$ cat src/rtl/uart_pkg.sv
// ----------------------------------------------------------------------------
// uart_pkg
//   Shared types and helpers for the configurable UART receiver.
//   - parity_e        : decoded parity mode (2'b11 on the pins decodes to none)
//   - uart_rx_state_e : receiver frame FSM states
//   - rx_cfg_t        : per-frame configuration captured at start-bit detection
//   - majority3       : 2-of-3 vote used for every bit decision
//   - decode_parity   : pin encoding -> parity_e
// ----------------------------------------------------------------------------
package uart_pkg;

    localparam int MIN_DATA_BITS = 5;

    typedef enum logic [1:0] {
        PAR_NONE = 2'b00,
        PAR_ODD  = 2'b01,
        PAR_EVEN = 2'b10
    } parity_e;

    typedef enum logic [2:0] {
        IDLE,
        START,
        DATA,
        PARITY,
        STOP1,
        STOP2,
        WAIT_HIGH
    } uart_rx_state_e;

    typedef struct packed {
        logic [3:0] nbits;
        parity_e    parity;
        logic       two_stop;
    } rx_cfg_t;

    function automatic logic majority3(input logic a, input logic b, input logic c);
        return (a & b) | (a & c) | (b & c);
    endfunction

    function automatic parity_e decode_parity(input logic [1:0] mode);
        case (mode)
            2'b01:   return PAR_ODD;
            2'b10:   return PAR_EVEN;
            default: return PAR_NONE;
        endcase
    endfunction

endpackage

$ cat src/rtl/uart_rx_cfg_if.sv
// ----------------------------------------------------------------------------
// uart_rx_cfg_if
//   Output handshake bundle between the receiver (master) and the
//   register/FIFO layer that consumes received words (slave).
//   rx_data     : received word, right-justified, unused MSBs zero
//   rx_valid    : rx_data and the error flags are held and valid
//   rx_ready    : consumer accept; a transfer is rx_valid && rx_ready
//   parity_err  : parity mismatch for the held word
//   frame_err   : a stop bit sampled low for the held word
//   overrun_err : a frame was dropped while rx_valid was held
//   break_det   : one-clk break pulse (tied 0 unless break detection is built)
// ----------------------------------------------------------------------------
interface uart_rx_cfg_if #(
    parameter int MAX_DATA_BITS = 9
);
    logic [MAX_DATA_BITS-1:0] rx_data;
    logic                     rx_valid;
    logic                     rx_ready;
    logic                     parity_err;
    logic                     frame_err;
    logic                     overrun_err;
    logic                     break_det;

    modport master (
        output rx_data, rx_valid, parity_err, frame_err, overrun_err, break_det,
        input  rx_ready
    );

    modport slave (
        input  rx_data, rx_valid, parity_err, frame_err, overrun_err, break_det,
        output rx_ready
    );
endinterface

$ cat src/rtl/uart_rx_sync.sv
// ----------------------------------------------------------------------------
// uart_rx_sync
//   SYNC_STAGES-deep flop chain bringing an asynchronous, idle-high line into
//   the clk domain. Flops reset to 1 so a reset never looks like a start bit.
//   clk   : system clock
//   reset : synchronous, active-high
//   d     : asynchronous input
//   q     : synchronised output
// ----------------------------------------------------------------------------
module uart_rx_sync #(
    parameter int SYNC_STAGES = 2
) (
    input  logic clk,
    input  logic reset,
    input  logic d,
    output logic q
);
    logic [SYNC_STAGES-1:0] sync_q;
    logic [SYNC_STAGES-1:0] sync_d;

    always_comb begin
        sync_d = {sync_q[SYNC_STAGES-2:0], d};
    end

    // NOTE: sequential state uses non-blocking assignments so every flop
    // samples the pre-edge value of its neighbour, regardless of block order.
    always_ff @(posedge clk) begin
        if (reset) sync_q <= '1;
        else       sync_q <= sync_d;
    end

    assign q = sync_q[SYNC_STAGES-1];
endmodule

$ cat src/rtl/uart_rx_cfg.sv
// ----------------------------------------------------------------------------
// uart_rx_cfg
//   Runtime-configurable UART receiver: 5..MAX_DATA_BITS data bits, none/odd/
//   even parity, 1 or 2 stop bits. 3-sample majority vote per bit, start-glitch
//   rejection, valid/ready output with sticky overrun, and completion at the
//   middle of the final stop bit so the next start edge is never missed.
//   Optional break detection is built when UART_RX_BREAK_DETECT_EN is defined.
//
//   clk         : system clock
//   reset       : synchronous, active-high
//   tick_16x    : one-clk oversample strobe; all bit timing advances on it
//   rx_pin      : asynchronous serial line, idle high
//   data_bits   : data bits per frame (clamped to 5..MAX_DATA_BITS)
//   parity_mode : 00 none, 01 odd, 10 even, 11 none
//   stop_bits   : 0 one stop bit, 1 two stop bits
//   rx_bus      : output handshake (uart_rx_cfg_if.master)
// ----------------------------------------------------------------------------
module uart_rx_cfg
    import uart_pkg::*;
#(
    parameter int MAX_DATA_BITS = 9,
    parameter int OVS_FACTOR    = 16,
    parameter int SYNC_STAGES   = 2
) (
    input  logic                 clk,
    input  logic                 reset,
    input  logic                 tick_16x,
    input  logic                 rx_pin,
    input  logic [3:0]           data_bits,
    input  logic [1:0]           parity_mode,
    input  logic                 stop_bits,
    uart_rx_cfg_if.master        rx_bus
);
    localparam int OS_W = $clog2(OVS_FACTOR);
    typedef logic [OS_W-1:0] os_t;

    // The vote samples straddle the bit centre; the decision lands on the last one.
    localparam os_t OS_S0   = os_t'(OVS_FACTOR / 2 - 1);
    localparam os_t OS_S1   = os_t'(OVS_FACTOR / 2);
    localparam os_t OS_VOTE = os_t'(OVS_FACTOR / 2 + 1);
    localparam os_t OS_LAST = os_t'(OVS_FACTOR - 1);

    if (OVS_FACTOR < 8 || OVS_FACTOR > 32 || (OVS_FACTOR & (OVS_FACTOR - 1)) != 0) begin : g_bad_ovs
        $fatal(1, "uart_rx_cfg: OVS_FACTOR must be a power of 2 in 8..32");
    end
    if (MAX_DATA_BITS < MIN_DATA_BITS || MAX_DATA_BITS > 9) begin : g_bad_width
        $fatal(1, "uart_rx_cfg: MAX_DATA_BITS must be in 5..9");
    end
    if (SYNC_STAGES < 2) begin : g_bad_sync
        $fatal(1, "uart_rx_cfg: SYNC_STAGES must be at least 2");
    end

    function automatic logic [3:0] clamp_bits(input logic [3:0] n);
        if (n < 4'(MIN_DATA_BITS)) return 4'(MIN_DATA_BITS);
        if (n > 4'(MAX_DATA_BITS)) return 4'(MAX_DATA_BITS);
        return n;
    endfunction

    logic rx_s;

    uart_rx_sync #(.SYNC_STAGES(SYNC_STAGES)) u_sync (
        .clk   (clk),
        .reset (reset),
        .d     (rx_pin),
        .q     (rx_s)
    );

    // Frame state
    uart_rx_state_e           state_q,   state_d;
    os_t                      os_q,      os_d;
    logic [3:0]               bit_idx_q, bit_idx_d;
    logic                     s0_q,      s0_d;
    logic                     s1_q,      s1_d;
    rx_cfg_t                  cfg_q,     cfg_d;
    logic [MAX_DATA_BITS-1:0] data_q,    data_d;
    logic                     par_err_q, par_err_d;
    logic                     stop1_ok_q, stop1_ok_d;

    // Output register
    logic [MAX_DATA_BITS-1:0] rx_data_q,    rx_data_d;
    logic                     rx_valid_q,   rx_valid_d;
    logic                     parity_err_q, parity_err_d;
    logic                     frame_err_q,  frame_err_d;
    logic                     overrun_q,    overrun_d;

`ifdef UART_RX_BREAK_DETECT_EN
    // Cleared by any data or parity vote of 1 within the current frame.
    logic                     all_zero_q,   all_zero_d;
    logic                     break_q,      break_d;
`endif

    logic vote;
    logic frame_done;
    logic frame_ferr;
    logic frame_brk;
    logic deliver;

    always_comb begin
        // NOTE: every value driven here gets a default first, so no path can
        // leave it unassigned and infer a latch.
        state_d      = state_q;
        os_d         = os_q;
        bit_idx_d    = bit_idx_q;
        s0_d         = s0_q;
        s1_d         = s1_q;
        cfg_d        = cfg_q;
        data_d       = data_q;
        par_err_d    = par_err_q;
        stop1_ok_d   = stop1_ok_q;
        rx_data_d    = rx_data_q;
        rx_valid_d   = rx_valid_q;
        parity_err_d = parity_err_q;
        frame_err_d  = frame_err_q;
        overrun_d    = overrun_q;
        frame_done   = 1'b0;
        frame_ferr   = 1'b0;
        frame_brk    = 1'b0;
        vote         = majority3(s0_q, s1_q, rx_s);
`ifdef UART_RX_BREAK_DETECT_EN
        all_zero_d   = all_zero_q;
        break_d      = 1'b0;
`endif

        if (tick_16x) begin
            os_d = (os_q == OS_LAST) ? '0 : os_q + 1'b1;
            if (os_q == OS_S0) s0_d = rx_s;
            if (os_q == OS_S1) s1_d = rx_s;

            case (state_q)
                IDLE: begin
                    os_d = '0;
                    if (!rx_s) begin
                        state_d    = START;
                        cfg_d      = '{nbits:    clamp_bits(data_bits),
                                       parity:   decode_parity(parity_mode),
                                       two_stop: stop_bits};
                        data_d     = '0;
                        par_err_d  = 1'b0;
                        stop1_ok_d = 1'b1;
`ifdef UART_RX_BREAK_DETECT_EN
                        all_zero_d = 1'b1;
`endif
                    end
                end

                START: begin
                    if (os_q == OS_VOTE && vote) begin
                        // Start bit did not survive the vote: treat as a glitch.
                        state_d = IDLE;
                        os_d    = '0;
                    end else if (os_q == OS_LAST) begin
                        state_d   = DATA;
                        bit_idx_d = '0;
                    end
                end

                DATA: begin
                    if (os_q == OS_VOTE) begin
                        for (int i = 0; i < MAX_DATA_BITS; i++) begin
                            if (bit_idx_q == 4'(i)) data_d[i] = vote;
                        end
`ifdef UART_RX_BREAK_DETECT_EN
                        all_zero_d = all_zero_q & ~vote;
`endif
                    end
                    if (os_q == OS_LAST) begin
                        if (bit_idx_q == cfg_q.nbits - 4'd1)
                            state_d = (cfg_q.parity != PAR_NONE) ? PARITY : STOP1;
                        else
                            bit_idx_d = bit_idx_q + 4'd1;
                    end
                end

                PARITY: begin
                    if (os_q == OS_VOTE) begin
                        par_err_d = vote ^ (^data_q) ^ (cfg_q.parity == PAR_ODD);
`ifdef UART_RX_BREAK_DETECT_EN
                        all_zero_d = all_zero_q & ~vote;
`endif
                    end
                    if (os_q == OS_LAST) state_d = STOP1;
                end

                STOP1: begin
                    if (os_q == OS_VOTE) begin
                        stop1_ok_d = vote;
                        if (!cfg_q.two_stop) begin
                            frame_done = 1'b1;
                            frame_ferr = ~vote;
`ifdef UART_RX_BREAK_DETECT_EN
                            frame_brk  = all_zero_q & ~vote;
`endif
                        end
                    end
                    if (cfg_q.two_stop && os_q == OS_LAST) state_d = STOP2;
                end

                STOP2: begin
                    if (os_q == OS_VOTE) begin
                        frame_done = 1'b1;
                        frame_ferr = ~stop1_ok_q | ~vote;
`ifdef UART_RX_BREAK_DETECT_EN
                        frame_brk  = all_zero_q & ~stop1_ok_q;
`endif
                    end
                end

                WAIT_HIGH: begin
                    // A low stop bit must not be mistaken for the next start bit.
                    os_d = '0;
                    if (rx_s) state_d = IDLE;
                end

                default: state_d = IDLE;
            endcase

            // Finish at mid-stop-bit so the next start edge is caught promptly.
            if (frame_done) begin
                state_d = frame_ferr ? WAIT_HIGH : IDLE;
                os_d    = '0;
            end
        end

        deliver = frame_done & ~frame_brk;

        if (deliver) begin
            if (!rx_valid_q || rx_bus.rx_ready) begin
                rx_data_d    = data_q;
                parity_err_d = par_err_q;
                frame_err_d  = frame_ferr;
                rx_valid_d   = 1'b1;
                overrun_d    = 1'b0;
            end else begin
                overrun_d    = 1'b1;
            end
        end else if (rx_valid_q && rx_bus.rx_ready) begin
            rx_valid_d = 1'b0;
            overrun_d  = 1'b0;
        end

`ifdef UART_RX_BREAK_DETECT_EN
        break_d = frame_done & frame_brk;
`endif
    end

    always_ff @(posedge clk) begin
        if (reset) begin
            state_q      <= IDLE;
            os_q         <= '0;
            bit_idx_q    <= '0;
            s0_q         <= 1'b1;
            s1_q         <= 1'b1;
            cfg_q        <= '{nbits: 4'(MIN_DATA_BITS), parity: PAR_NONE, two_stop: 1'b0};
            data_q       <= '0;
            par_err_q    <= 1'b0;
            stop1_ok_q   <= 1'b1;
            rx_data_q    <= '0;
            rx_valid_q   <= 1'b0;
            parity_err_q <= 1'b0;
            frame_err_q  <= 1'b0;
            overrun_q    <= 1'b0;
`ifdef UART_RX_BREAK_DETECT_EN
            all_zero_q   <= 1'b0;
            break_q      <= 1'b0;
`endif
        end else begin
            state_q      <= state_d;
            os_q         <= os_d;
            bit_idx_q    <= bit_idx_d;
            s0_q         <= s0_d;
            s1_q         <= s1_d;
            cfg_q        <= cfg_d;
            data_q       <= data_d;
            par_err_q    <= par_err_d;
            stop1_ok_q   <= stop1_ok_d;
            rx_data_q    <= rx_data_d;
            rx_valid_q   <= rx_valid_d;
            parity_err_q <= parity_err_d;
            frame_err_q  <= frame_err_d;
            overrun_q    <= overrun_d;
`ifdef UART_RX_BREAK_DETECT_EN
            all_zero_q   <= all_zero_d;
            break_q      <= break_d;
`endif
        end
    end

    assign rx_bus.rx_data     = rx_data_q;
    assign rx_bus.rx_valid    = rx_valid_q;
    assign rx_bus.parity_err  = parity_err_q;
    assign rx_bus.frame_err   = frame_err_q;
    assign rx_bus.overrun_err = overrun_q;
`ifdef UART_RX_BREAK_DETECT_EN
    assign rx_bus.break_det   = break_q;
`else
    assign rx_bus.break_det   = 1'b0;
`endif

endmodule
$ cat src/flat_wrapper.sv
// flat-port wrapper written by rule: the top's interface ports become plain ports
module uart_rx_cfg_flat import uart_pkg::*;
#(
    parameter int MAX_DATA_BITS = 9,
    parameter int OVS_FACTOR    = 16,
    parameter int SYNC_STAGES   = 2
)
  (clk, reset, tick_16x, rx_pin, data_bits, parity_mode, stop_bits, rx_bus_rx_data, rx_bus_rx_valid, rx_bus_parity_err, rx_bus_frame_err, rx_bus_overrun_err, rx_bus_break_det, rx_bus_rx_ready);
  uart_rx_cfg_if #(.MAX_DATA_BITS(MAX_DATA_BITS)) rx_bus_i ();
  input  logic clk;
  input  logic reset;
  input  logic tick_16x;
  input  logic rx_pin;
  input  logic [3:0] data_bits;
  input  logic [1:0] parity_mode;
  input  logic stop_bits;
  output wire logic [$bits(rx_bus_i.rx_data)-1:0] rx_bus_rx_data;
  output wire logic [$bits(rx_bus_i.rx_valid)-1:0] rx_bus_rx_valid;
  output wire logic [$bits(rx_bus_i.parity_err)-1:0] rx_bus_parity_err;
  output wire logic [$bits(rx_bus_i.frame_err)-1:0] rx_bus_frame_err;
  output wire logic [$bits(rx_bus_i.overrun_err)-1:0] rx_bus_overrun_err;
  output wire logic [$bits(rx_bus_i.break_det)-1:0] rx_bus_break_det;
  input wire logic [$bits(rx_bus_i.rx_ready)-1:0] rx_bus_rx_ready;
  assign rx_bus_rx_data = rx_bus_i.rx_data;
  assign rx_bus_rx_valid = rx_bus_i.rx_valid;
  assign rx_bus_parity_err = rx_bus_i.parity_err;
  assign rx_bus_frame_err = rx_bus_i.frame_err;
  assign rx_bus_overrun_err = rx_bus_i.overrun_err;
  assign rx_bus_break_det = rx_bus_i.break_det;
  assign rx_bus_i.rx_ready = rx_bus_rx_ready;
  uart_rx_cfg #(.MAX_DATA_BITS(MAX_DATA_BITS), .OVS_FACTOR(OVS_FACTOR), .SYNC_STAGES(SYNC_STAGES)) u_core (.clk(clk), .reset(reset), .tick_16x(tick_16x), .rx_pin(rx_pin), .data_bits(data_bits), .parity_mode(parity_mode), .stop_bits(stop_bits), .rx_bus(rx_bus_i));
endmodule
$ cat config.mk
export PLATFORM = sky130hd
export DESIGN_NAME = uart_rx_cfg_flat
export DESIGN_NICKNAME = d
export VERILOG_FILES = /design/src/rtl/uart_pkg.sv /design/src/rtl/uart_rx_cfg_if.sv /design/src/rtl/uart_rx_sync.sv /design/src/rtl/uart_rx_cfg.sv /design/src/flat_wrapper.sv
export SDC_FILE = /design/constraint.sdc
export NUM_CORES = 1
export LEC_CHECK = 0
export BUFFER_PORTS_ARGS = -buffer_cell sky130_fd_sc_hd__buf_2
export CAP_MARGIN = 20
export CELL_PAD_IN_SITES_DETAIL_PLACEMENT = 0
export CELL_PAD_IN_SITES_GLOBAL_PLACEMENT = 1
export CORE_MARGIN = 4
export CORE_UTILIZATION = 43
export CTS_CLUSTER_SIZE = 12
export DETAILED_ROUTE_END_ITERATION = 8
export PLACE_DENSITY_LB_ADDON = 0.15
export SYNTH_ARGS = -nofsm -noshare
export SYNTH_HDL_FRONTEND = slang
export SYNTH_SLANG_ARGS = --single-unit
$ cat constraint.sdc
create_clock -name clk -period 2.81 [get_ports clk]
set_clock_uncertainty 0.05 [all_clocks]
set_input_delay 0.281 -clock clk [delete_from_list [all_inputs] [get_ports clk]]
set_output_delay 0.281 -clock clk [all_outputs]
set_load 0.005 [all_outputs]
==> metrics.yaml, run 1 <==
area_delta_synth_final_pct: 12.80
rsz0062_at_grt: "false"
post_cts_buffers: 0
worst_ep_required_time_ns: 2.99
r2r_cells: 8
p_seq_share_pct: 53.7
synth_area_mm2: 0.002424
status: "complete, no violations"
worst_setup_path_start_kind: "flop"
cts.sinks: 46
worstPathCellList: "inv_1 -> ha_1 -> nand3b_1 -> nor3_2 -> or3b_1 -> or2_1 -> or3b_1 -> a21oi_1"
layout_setup_ws_ns: 0.6114
max-vdd-ir-drop_mv: 0.2703
dieArea_mm2: 0.006901
cp.arrival_ns: 2.38
grt_max_degree: 28
grt_pass1_vias: 1887
p_clk_share_pct: 40.7
synth_warnings: 0
r2r_end: "u_core.os_q[2]"
drc_errors: 0
report.final.slew_viol_count: 0
rrSetupSlack_ns: 0.61
finalSetupViolations: 0
cp-end-kind: "flop"
ys.flop_type: "dfxtp_1"
fin_crit_ns: 2.199
synth_enable_flop_cells: 0
avgSynthCellArea_um2: 8.133
via_per_inst: 5.322
fin_crit_sh_pct: 78.24
antenna_found_initial: 0
port_buffers: 24
cts_buffer_depth: 2
antenna-diode-count: 0
hold_path.class: "in2reg"
clock-root-buffer: "clkbuf_8"
fmax_mhz: 454.8
grt_pass1_wl_um: 9335
synth_fp_nets: 318
place_congestion: 0.8035
via_count: 2097
drt_iter0_drc: 180
r2r_start: "u_core.os_q[1]"
hpwl_um: 3877
die_w_um: 83.08
core_mm2: 0.005473
cts_tree: "yes"
power_mw: 1.235
synth_cell_types: 49
overflow: 0
cts-htree-levels: 2
synth_cells: 298
hold-worst-slack_ns: 0.1199
dp_worst_setup_slack_ns: 0.6293
combPwrFrac_pct: 5.6
power.density_mw_per_mm2: 451.6
min_delay_path_depth: 2
power.leakage_nw: 1.036
swShare_pct: 21.66
hold_buffers: 0
async_reset_ff_share_pct: 0
core.rowCount: 27
start_util_pct: 44.28
gr-usage-all-layers_pct: 16.34
io-pin-count: 26
cts_resized: 0
worst-path-max-fanout: 8
numCtsBuffers: 5
crit_start: "u_core.os_q[1]"
die_h_um: 83.08
holdPathEnd: "u_core.u_sync.sync_q[0]"
yosys_register_bits: 46
wl_per_cell_um: 13.62
yosysSeqAreaShare_pct: 38.00
cts.clk_slew.worst_paths_ns: 0.08
layout-drive-gt1-share_pct: 13.66
clk_latency_ns: 0.30
crit_type: "reg2reg"
cp_top_family: "simple AND/OR/NAND/NOR gates"
cap_violations: 0
wl_um: 5365
ant_nets: 0
internal_power_uw: 967.2
finalHoldViolations: 0
p_sw_uw: 267.4
path_buf_inv: 1
min_from: "rx_pin"
drtPass1Iterations: 4
cp_slowest_cell: "or3b_1"
crit_path_frequent_cell: "or3b_1"
slowest_delay_ns: 0.44
fin_setup_tns_ns: 0
nets: 342
-- power by group through the flow --
stage          sequential [mW]  clock (mW)  combinational [mW]
3_5_place_dp             0.678           0              0.0687
5_1_grt                  0.664       0.550              0.0775
6_report                 0.663       0.503              0.0689
2_1_floorplan            0.674           0              0.0514
4_1_cts                  0.663       0.519              0.0690
3_3_place_gp             0.678           0              0.0688
-- worst register-to-register path: cells and delay by family, from the launching register on --
family                     cells  cell delay, ns
adders and majority gates      1            0.19
buffers and inverters          1            0.07
DFF                            1            0.37
and+or+nand+nor                5            1.32
AOI/OAI and AO/OA              1            0.14
-- cell families after synthesis --
| family | Yosys count | synth area share, % |
|---|---|---|
| DFF | 46 | 38.00 |
| adders and majority gates | 9 | 4.595 |
| xor gates and xnor gates | 18 | 7.073 |
| other | 1 | 0.1547 |
| AOI/OAI and AO/OA | 71 | 16.11 |
| and+or+nand+nor | 116 | 24.21 |
| buffers and inverters | 23 | 4.078 |
| muxes | 14 | 5.782 |
-- final cells by class --
class	count	area [µm²]
Fill cell	576	2739
Multi-Input combinational cell	229	1404
Sequential cell	46	920.9
Timing Repair Buffer	31	172.7
Tap cell	72	90.09
Clock buffer	6	82.58
Inverter	9	33.78
Clock inverter	1	30.03
-- state kept, by name (all words and copies together), names as in the netlist, 2 cells and up --
name / cells
u_core.rx_bus.rx_data: 9
u_core.os_q: 4
u_core.cfg_q: 7
u_core.state_q: 3
u_core.u_sync.sync_q: 2
u_core.data_q: 9
u_core.bit_idx_q: 4
-- per-stage QoR --
| stage | std cells | util [%] | instance area, µm² |
|---|---|---|---|
| after floorplan | 298 | - | 2424 |
| after global placement | 387 | 47.90 | 2621 |
| after detailed placement | 387 | 47.90 | 2621 |
| after CTS | 394 | 49.95 | 2734 |
| after global routing | 394 | 49.95 | 2734 |
| final | 394 | 49.95 | 2734 |
-- synth_stat cells (all sizes together), types with 6 or more instances --
library cell,instances,area [µm²]
a21oi,39,195.2
buf,6,35.03
clkbuf,8,30.03
dfxtp,46,920.9
ha,8,100.1
inv,9,33.78
mux2i,14,140.1
nand2,36,135.1
nand3,6,30.03
nor2,29,108.9
nor3,8,45.04
o21ai,19,95.09
xnor2,15,131.4
-- layout by cell type, fill, tap and decap left out, types with 3 or more instances in the layout --
cell / instances
inv_1: 9
o21ai_0: 19
or3b_1: 3
nand2_1: 36
mux2i_1: 14
ha_1: 8
and3_1: 3
nor3_1: 7
nor2_1: 29
dfxtp_1: 46
xnor2_1: 15
buf_4: 7
nor2b_1: 4
or3_1: 3
nand2b_1: 4
nand3b_1: 3
buf_2: 24
or2_2: 3
a21oi_1: 39
nand3_1: 6
clkbuf_8: 6
-- how the worst max path moves through the flow --
stage | end | slack (ns) | cells past startpoint
after floorplan | u_core.os_q[2] | 0.78 | 6
after global placement | u_core.state_q[0] | 0.60 | 5
after detailed placement | u_core.os_q[2] | 0.63 | 8
after CTS | u_core.data_q[2] | 0.60 | 8
after global routing | u_core.data_q[3] | 0.31 | 8
final | u_core.os_q[2] | 0.61 | 8
-- metal layers --
metal | track usage (%) | share of wire, %
met3 | 3.373 | 4.0
met2 | 22.74 | 42
met4 | 4.458 | 1.2
met5 | 0 | 0
met1 | 25.23 | 53
No activity file was read; power rests on OpenSTA's default activity.
==> run 2: changes to the inputs <==
--- a/config.mk
+++ b/config.mk
@@ -10,7 +10,7 @@
 export CELL_PAD_IN_SITES_DETAIL_PLACEMENT = 0
 export CELL_PAD_IN_SITES_GLOBAL_PLACEMENT = 1
 export CORE_MARGIN = 4
-export CORE_UTILIZATION = 43
+export CORE_UTILIZATION = 39
 export CTS_CLUSTER_SIZE = 12
 export DETAILED_ROUTE_END_ITERATION = 8
 export PLACE_DENSITY_LB_ADDON = 0.15
==> constraint.sdc (replaced) <==
create_clock -name clk -period 1.84 [get_ports clk]
set_clock_uncertainty 0.05 [all_clocks]
set_input_delay 0.184 -clock clk [delete_from_list [all_inputs] [get_ports clk]]
set_output_delay 0.184 -clock clk [all_outputs]
set_load 0.005 [all_outputs]
==> metrics.yaml, run 2 (same netlist as run 1, synthesis figures left out) <==
status: "complete, but fails checks"
violations: "setup timing"
fin_crit_ns: 2.046
cts_buffer_depth: 2
io-pin-count: 26
via_count: 2260
antenna_found_initial: 0
die_h_um: 86.83
cp_slowest_cell: "or3b_1"
fmax_mhz: 488.6
grt_pass1_wl_um: 10240
wl_met2_um: 2682
layout_setup_ws_ns: -0.2065
worst_ep_required_time_ns: 2.04
hold_path.class: "in2reg"
area_delta_synth_final_pct: 33.51
worstPathCellList: "inv_2 -> ha_4 -> nand3b_1 -> buf_4 -> nor3_4 -> or3b_4 -> or2_4 -> or3b_1 -> a21oi_2"
p_sw_uw: 466.1
finalHoldViolations: 0
cp.arrival_ns: 2.25
rsz0062_at_grt: "true"
slowest_delay_ns: 0.38
power.density_mw_per_mm2: 558.9
gr-usage-all-layers_pct: 17.29
p_seq_share_pct: 55.8
via_per_inst: 5.090
cp-end-kind: "flop"
place_congestion: 0.8498
ant_nets: 0
internal_power_mw: 1.342
p_clk_share_pct: 35.6
drtPass1Iterations: 4
hpwl_um: 4605
swShare_pct: 25.77
cts.sinks: 46
cts_tree: "yes"
wl_um: 6082
cts-htree-levels: 2
nets: 388
wl_per_cell_um: 13.70
clk_latency_ns: 0.31
worst_setup_path_start_kind: "flop"
crit_type: "reg2reg"
port_buffers: 24
drt_iter0_drc: 164
dieArea_mm2: 0.007539
wl_met3_um: 269
cts.clk_slew.worst_paths_ns: 0.09
core.rowCount: 28
grt_max_degree: 23
top_layer: "met4"
final_common_cell: "buf_4"
start_util_pct: 40.46
combPwrFrac_pct: 8.6
overflow: 0
grt_pass1_vias: 2133
power_mw: 1.808
cap_violations: 0
core_mm2: 0.005991
numCtsBuffers: 5
power.leakage_nw: 1.271
fin_setup_tns_ns: -0.9584
finalSetupViolations: 21
worst-path-max-fanout: 3
dp_worst_setup_slack_ns: -0.2048
clock-root-buffer: "clkbuf_8"
die_w_um: 86.83
hold-worst-slack_ns: 0.02933
max-vdd-ir-drop_mv: 0.3291
report.final.slew_viol_count: 0
wl_met1_um: 3052
fin_crit_sh_pct: 111.2
antenna-diode-count: 0
place_area_mm2: 0.002980
final_cell_mix: "buf_4 (50), dfxtp_1 (38), a21oi_1 (36)"
drc_errors: 0
layout-drive-gt1-share_pct: 34.15
finalInstanceArea_mm2: 0.003236
fillers: 580
## run 2: through the flow
step,utilization (%),std cells
CTS,52.49,442
detailed placement,49.75,432
global route,54.01,444
floorplan,-,298
finish,54.01,444
global placement,49.75,432
## run 2: power by group through the flow
stage          logic (mW)  clock network (mW)  registers [mW]
2_1_floorplan      0.0808                   0            1.03
5_1_grt             0.174               0.709            1.01
3_3_place_gp        0.143                   0            1.03
4_1_cts             0.150               0.670            1.01
3_5_place_dp        0.143                   0            1.03
6_report            0.156               0.644            1.01
## run 2: routing by layer
metal | global-route usage [%] | vias up
li1 | - | 1175
met1 | 24.65 | 1040
met2 | 25.95 | 36
met3 | 3.327 | 9
met4 | 5.949 | 0
met5 | 0 | -
## run 2: area by class of cell
class	instances	area [µm²]	share of cell area, %
repair buffers	77	536.8	16.59
clock buffers	5	68.82	2.127
clock inverters	3	21.27	0.6574
inverters	9	33.78	1.044
flip-flops and latches	46	930.9	28.77
multi-input cells	229	1550	47.91
well taps	75	93.84	2.900
## run 2: worst paths after layout
path	endpoint	start	cells after the start	slack, ns
setup / recovery	u_core.os_q[2]	u_core.os_q[1]	9	-0.21
hold / removal	u_core.rx_bus.overrun_err	rx_bus_rx_ready	2	0.03
setup reg to reg	u_core.os_q[2]	u_core.os_q[1]	9	-0.21
hold reg to reg	u_core.u_sync.sync_q[1]	u_core.u_sync.sync_q[0]	1	0.37
## run 2: worst max-delay path, delay by kind of cell, from the launching register on
kind                     cells  cell delay [ns]
AND/OR/NAND/NOR              5             1.14
adder cells (fa/ha/maj)      1             0.15
flip-flops                   1             0.34
AO/OA/AOI/OAI                1             0.11
buffers and inverters        2             0.19
## run 2: repair_timing
item	CTS	global route
hold endpoints to repair	1	0
pin swaps	8	17
hold buffers	1	0
gates resized for setup	16	20
setup buffers	1	2
setup endpoints to repair	21	31
